$ cat src/rtl/chacha_block_seq.sv
// ChaCha block sequencer. Loads 16 state words serially, drives an external
// half-quarter-round datapath for ROUNDS rounds, then streams out the 16
// result words. The result can optionally include the input feed-forward.
module chacha_block_seq #(
   parameter int unsigned ROUNDS      = 20,
   parameter bit          FEEDFORWARD = 1'b1
) (
   input  logic        clk,
   input  logic        rst_n,
   input  logic        in_valid,
   output logic        in_ready,
   input  logic [31:0] in_data,
   output logic        out_valid,
   input  logic        out_ready,
   output logic [31:0] out_data,
   output logic        busy,
   output logic        qr_sel,
   output logic [31:0] qr_a,
   output logic [31:0] qr_b,
   output logic [31:0] qr_c,
   output logic [31:0] qr_d,
   input  logic [31:0] qr_a_res,
   input  logic [31:0] qr_b_res,
   input  logic [31:0] qr_c_res,
   input  logic [31:0] qr_d_res
);

   localparam int unsigned RCW = (ROUNDS > 2) ? $clog2(ROUNDS) : 1;

   typedef enum logic [1:0] {
      S_LOAD,
      S_RUN,
      S_OUT
   } state_t;

   state_t           r_state;
   logic [31:0]      r_st  [16];
   logic [31:0]      r_org [16];
   logic [3:0]       r_wcnt;
   logic [1:0]       r_qidx;
   logic             r_half;
   logic [RCW-1:0]   r_rcnt;

   logic             w_diag;
   logic [3:0]       w_idx0;
   logic [3:0]       w_idx1;
   logic [3:0]       w_idx2;
   logic [3:0]       w_idx3;
   logic [31:0]      w_ff_add;

   // Word indices of the current quarter-round: odd rounds rotate rows 1..3
   // by 1..3 lanes to form the diagonals; 2-bit lane arithmetic wraps mod 4.
   always_comb begin
      w_diag = r_rcnt[0];
      w_idx0 = {2'b00, r_qidx};
      w_idx1 = {2'b01, r_qidx + (w_diag ? 2'd1 : 2'd0)};
      w_idx2 = {2'b10, r_qidx + (w_diag ? 2'd2 : 2'd0)};
      w_idx3 = {2'b11, r_qidx + (w_diag ? 2'd3 : 2'd0)};
   end

   // Output decode from the state register; datapath operands only in RUN.
   always_comb begin
      in_ready  = (r_state == S_LOAD);
      out_valid = (r_state == S_OUT);
      busy      = (r_state == S_RUN);
      qr_sel    = 1'b0;
      qr_a      = '0;
      qr_b      = '0;
      qr_c      = '0;
      qr_d      = '0;
      w_ff_add  = FEEDFORWARD ? r_org[r_wcnt] : '0;
      out_data  = '0;
      if (r_state == S_RUN) begin
         qr_sel = r_half;
         qr_a   = r_st[w_idx0];
         qr_b   = r_st[w_idx1];
         qr_c   = r_st[w_idx2];
         qr_d   = r_st[w_idx3];
      end
      if (r_state == S_OUT) begin
         out_data = r_st[r_wcnt] + w_ff_add;
      end
   end

   // Load / run / output sequencing and working-state update.
   always_ff @(posedge clk) begin
      if (!rst_n) begin
         r_state <= S_LOAD;
         r_wcnt  <= '0;
         r_qidx  <= '0;
         r_half  <= 1'b0;
         r_rcnt  <= '0;
         for (int unsigned i = 0; i < 16; i++) begin
            r_st[i]  <= '0;
            r_org[i] <= '0;
         end
      end else begin
         case (r_state)
            S_LOAD: begin
               if (in_valid) begin
                  r_st[r_wcnt] <= in_data;
                  if (FEEDFORWARD) begin
                     r_org[r_wcnt] <= in_data;
                  end
                  r_wcnt <= r_wcnt + 4'd1;
                  if (r_wcnt == 4'd15) begin
                     r_state <= S_RUN;
                  end
               end
            end
            S_RUN: begin
               r_st[w_idx0] <= qr_a_res;
               r_st[w_idx1] <= qr_b_res;
               r_st[w_idx2] <= qr_c_res;
               r_st[w_idx3] <= qr_d_res;
               if (!r_half) begin
                  r_half <= 1'b1;
               end else begin
                  r_half <= 1'b0;
                  r_qidx <= r_qidx + 2'd1;
                  if (r_qidx == 2'd3) begin
                     if (r_rcnt == RCW'(ROUNDS - 1)) begin
                        r_rcnt  <= '0;
                        r_state <= S_OUT;
                     end else begin
                        r_rcnt <= r_rcnt + 1'b1;
                     end
                  end
               end
            end
            S_OUT: begin
               if (out_ready) begin
                  r_wcnt <= r_wcnt + 4'd1;
                  if (r_wcnt == 4'd15) begin
                     r_state <= S_LOAD;
                  end
               end
            end
            default: r_state <= S_LOAD;
         endcase
      end
   end

endmodule

$ cat config.mk
export PLATFORM = sky130hd
export DESIGN_NAME = chacha_block_seq
export DESIGN_NICKNAME = d
export VERILOG_FILES = /design/src/rtl/chacha_block_seq.sv
export SDC_FILE = /design/constraint.sdc
export NUM_CORES = 2
export LEC_CHECK = 0
export ABC_AREA = 1
export BUFFER_PORTS_ARGS = -buffer_cell sky130_fd_sc_hd__buf_2
export CELL_PAD_IN_SITES_DETAIL_PLACEMENT = 1
export CELL_PAD_IN_SITES_GLOBAL_PLACEMENT = 1
export CORE_MARGIN = 2
export CORE_UTILIZATION = 52
export CTS_CLUSTER_DIAMETER = 100
export CTS_CLUSTER_SIZE = 10
export DETAILED_ROUTE_END_ITERATION = 16
export PLACE_DENSITY_LB_ADDON = 0.1
export SYNTH_ARGS = -nofsm -noshare
export SYNTH_HDL_FRONTEND = slang
export SYNTH_SLANG_ARGS = --single-unit
$ cat constraint.sdc
create_clock -name clk -period 7.5 [get_ports clk]
set_input_delay 0.75 -clock clk [delete_from_list [all_inputs] [get_ports clk]]
set_output_delay 0.75 -clock clk [all_outputs]
set_load 0.01 [all_outputs]
======== Word-level counts from Yosys, hierarchy flattened ========
Memories as Yosys holds them, arrays and structs flattened. A register that Yosys moved wholly into a read port is not among the register bits.
Cells that the tools add are included.
Widths: inputs -> output; s select.
cells by class
  mux-type cells .......................... 54
  $add $sub $neg .......................... 7
  reduce and logical (&&, ||, !) cells .... 12
  equality and inequality tests ........... 12
operator list
  kind                 count
  $mux 32              11
  $reduce_or 32->1     6
  $mux 4               14
  $add 32x32->32       1
  $mux 2               9
  $mux 1               17
  $ne 2x1->1 const B   6
  $pmux 4 s2           1
  $reduce_and 7->1     1
  $pmux 2 s3           1
  $reduce_and 3->1     2
  $add 5x1->5 const B  1
  $eq 5x5->1 const B   1
  $mux 5               1
  $add 2x2->2          2
  $add 4x1->4 const B  1
  $eq 2x2->1 const B   2
  $eq 4x4->1 const B   1
  $add 2x1->2          1
  $add 2x1->2 const B  1
  $eq 2x1->1 const B   1
  $logic_not 2->1      1
  $ne 2x2->1 const B   1
  $reduce_and 2->1     1
  $reduce_bool 2->1    1
word-level totals
  output and inout bits ................... 164
  word-level logic and storage cells ...... 92
  input port bits ......................... 164
  memories ................................ 2
  bits in writable memories ............... 1024
  flip-flop bits (word level) ............. 14
memories
  name   words  bits a word  read ports  clocked after Yosys merged registers in  write ports  RTL line  text
  r_org  16     32           1           1                                        16           38        logic [31:0] r_org [16];
  r_st   16     32           5           2                                        16           37        logic [31:0] r_st [16];

======== Longest topological paths before layout ========
  depth after elaboration ................. 7
  gate-level depth with buffers ........... 23
  depth with buffers taken out ............ 19

======== Least setup slack after synthesis ========
No wires, ideal clock.
  kind .................................... register -> output
  start point ............................. register with a tool-made name
  end point ............................... output port out_data[28]
  required time ........................... 6.750 ns
  cell stages (with the launch flop) ...... 22
  setup slack ............................. 3.451 ns
  data arrival time ....................... 3.299 ns
  path through ............................ dfxtp_1 buf_2 buf_2 buf_2 buf_2 clkbuf_1 nor2_1 o221ai_1 o211ai_1 nand2_1 ha_1 inv_1 fa_1 o21ai_0 nand2_1 nand2_1 nand2_1 nand2_1 nand2_1 nand3_1 nand2_1 nor2_1
RTL lines
  item              RTL line  text
  end: declaration  15        output logic [31:0] out_data,

==> reports/qor.yml <==
sta:
  report.final.slew_viol_count: 0
  setup_viol: 0
  clock.fmax_mhz: 155
  min_period_ps: 6470
  finalSetupTns_ps: 0
  finalCritPeriodShare_pct: 86.3
  hold_viol_final: 0
  clock-skew-final_ps: 26.7
  tightest_slew_ps: 1280
  rsz0062_at_grt: "false"
  slew_headroom_pct: 14.4
  hold_slack_ps: 343
drt:
  drc: 0
  wl_met2_um: 98400
  post_drt_wl_per_cell_um: 31.4
  via_per_inst: 6.90
  initialDrtViolationCount: 6468
  vias: 48400
  wl_met3_um: 27600
  drt_first_pass_iters: 6
  wl_met1_um: 82800
  maxUsedRoutingLayer: "met5"
  detail-route-antenna-nets: 0
  wl_um: 220000
clock_network:
  cts_hold_buf: 0
  clk_pin_slew_ps: 60
  cts_resized: 0
  ctsHtreeMaxLevel: 3
  cts_buffers: 114
  post_cts_buffers: 0
  cts_sinks: 1044
  clockBufferDepth: 3
  clockRootBuffer: "clkbuf_16"
  clock_latency_ps: 730
  cts_tree: "yes"
synth:
  synth_area_leaders: "edfxtp_1 (57%), nor2_1 (8.4%), o21ai_0 (6.3%), o22ai_1 (4.1%), nand2_1 (3.5%)"
  ys_ff_latch: 1044
  netlist_area_sq_mm: 0.0537
  async_flop_share_pct: 0
  synth-edff-count: 1024
  synth_top_area_cell: "edfxtp_1"
  synth_area_per_cell_sq_um: 9.63
  ys_top_cells_by_count: "nor2_1 (1200), edfxtp_1 (1024), o21ai_0 (680)"
  synth_most_common_cell: "nor2_1"
  synth_warnings: 0
  synthCells: 5576
  synth-main-ff-cell: "edfxtp_1"
  ys_types: 49
  synthesis.nets: 5779
  ys_seq_area_share_pct: 58.0
  synth_top_area_share_pct: 57.2
power_and_ir_drop:
  peakVddDrop_uv: 203
  power.density_mw_per_mm2: 245
  p_leak_uw: 0.0224
place:
  routabilityCongestion: 0.908
  io_buffers: 327
  dp_hpwl_um: 134000
final_layout:
  fill_cells: 11400
  drive_gt1_share_pct: 12.7
  area_growth_pct: 9.94
  final_util_pct: 57.8
  num-nets-final: 5817
  multi_input_area_sq_mm: 0.0195
  register_area_sq_mm: 0.0312
status:
  status: "complete, no violations"
global_routing:
  grt_pass1_wl_um: 317000
  grt_pass1_vias: 48600
  grt_antenna_before_repair: 4
  grt_max_degree: 191
  grtUsageTotal_pct: 40.4
  grt_overflow: 0
die:
  initial_core_util_pct: 52.6
  core-area_sq_mm: 0.102
  die_h_um: 325
  ios: 328
  rows: 117
  die_w_um: 325
  die_area_sq_mm: 0.106
worst_setup_path:
  endpoint_kind: "output pin"
  reg2reg_slack_ps: 2150
  crit_type: "reg2out"
  start_kind: "register"
  crit_chain: "buf_4, buf_12, o21ai_0, o221ai_1, nand3_1, nand2_1, ha_1, a21o_1, a21boi_0, nand2_1, a21oi_1, nand2_1, nand3_1, nand2_1, nor2_1, buf_2"
  arrival_ps: 5720
  crit_top_cell: "nand2_1"
  cp_top_family: "buffers and inverters"
  required_ps: 6750
  critPathSlowestCell: "dfxtp_4"
  crit_buf_inv: 3
  slowest_delay_ps: 760
  cp_max_fo: 166
flow_run:
  drv_cap: 0
worst_hold_path:
  hp-class: "in2reg"
-- sequential cells by signal (all words and copies together) (netlist names), named ones only --
| name | cells |
|---|---|
| r_org | 512 |
| r_st | 512 |
| r_rcnt | 5 |
| r_wcnt | 4 |
| r_qidx | 2 |
| r_state | 2 |
| r_half | 1 |
-- through the flow --
stage	setup slack, ps	std cells	power, uW	instance area, sq um
after floorplan	3450	5576	8430	53700
after global placement	2180	6866	9310	56000
after detailed placement	2010	6866	9400	56000
after CTS	1240	7013	14400	59100
after global routing	918	7013	14800	59100
final	1030	7015	14500	59100
-- worst min-delay path: stages --
cell,delay [ps]
buf_2,90
nand2_1,40
o21ai_0,60
-- kinds of logic (layout without fill, tap and decap cells) --
group | after synthesis | after routing | share of synthesized area (%)
xor gates and xnor gates | 3 | 3 | 0.0489
other | 0 | 2 | 0
adders and majority gates | 39 | 39 | 0.922
DFF | 1044 | 1044 | 58.0
buffers and inverters | 812 | 881 | 6.15
AOI/OAI and AO/OA | 1824 | 1824 | 21.3
and+or+nand+nor | 1854 | 1854 | 13.6
-- layer usage --
layer	global-route usage, %	up-vias
li1	-	20100
met1	54.5	24200
met5	0	-
met3	9.22	656
met2	61.6	3408
met4	19.7	6
-- where the power goes --
part           switching [uW]  internal (uW)
Combinational            1930            633
Sequential                131           6690
Clock                    2310           2760
-- final cells by class --
type                       instances  share of cell area (%)
sequential                      1044                    52.8
multi-input combinational       3720                    32.9
clock buffer                     139                    5.03
timing repair buffer             421                    4.16
tap                             1368                    2.90
inverter                         313                    2.02
clock inverter                     8                   0.172
antenna                            2                 0.00847
-- layout by cell type (no fill, tap or decap), types with 24 or more instances in the layout --
cell and count:
o21ai_0 680, o211ai_1 110, o22ai_1 352, nand2_2 34, edfxtp_1 1024, a31oi_1 32, o221ai_1 147, nor2_1 1194
clkbuf_1 24, nand2_1 465, clkbuf_16 115, nand3_1 97, inv_1 271, a22oi_1 129, buf_2 327, a21oi_1 259
ha_1 38, buf_4 85, clkinv_1 31, o22ai_2 47
-- worst paths after layout --
path	start	end	cells after the start
setup reg to reg	r_state[0]	r_org[4][30]	9
setup / recovery	register	out_data[31]	16
hold reg to reg	r_half	r_half	2
hold / removal	qr_c_res[12]	r_st[9][12]	3
Note: power is estimated with default switching activity, not from simulation.
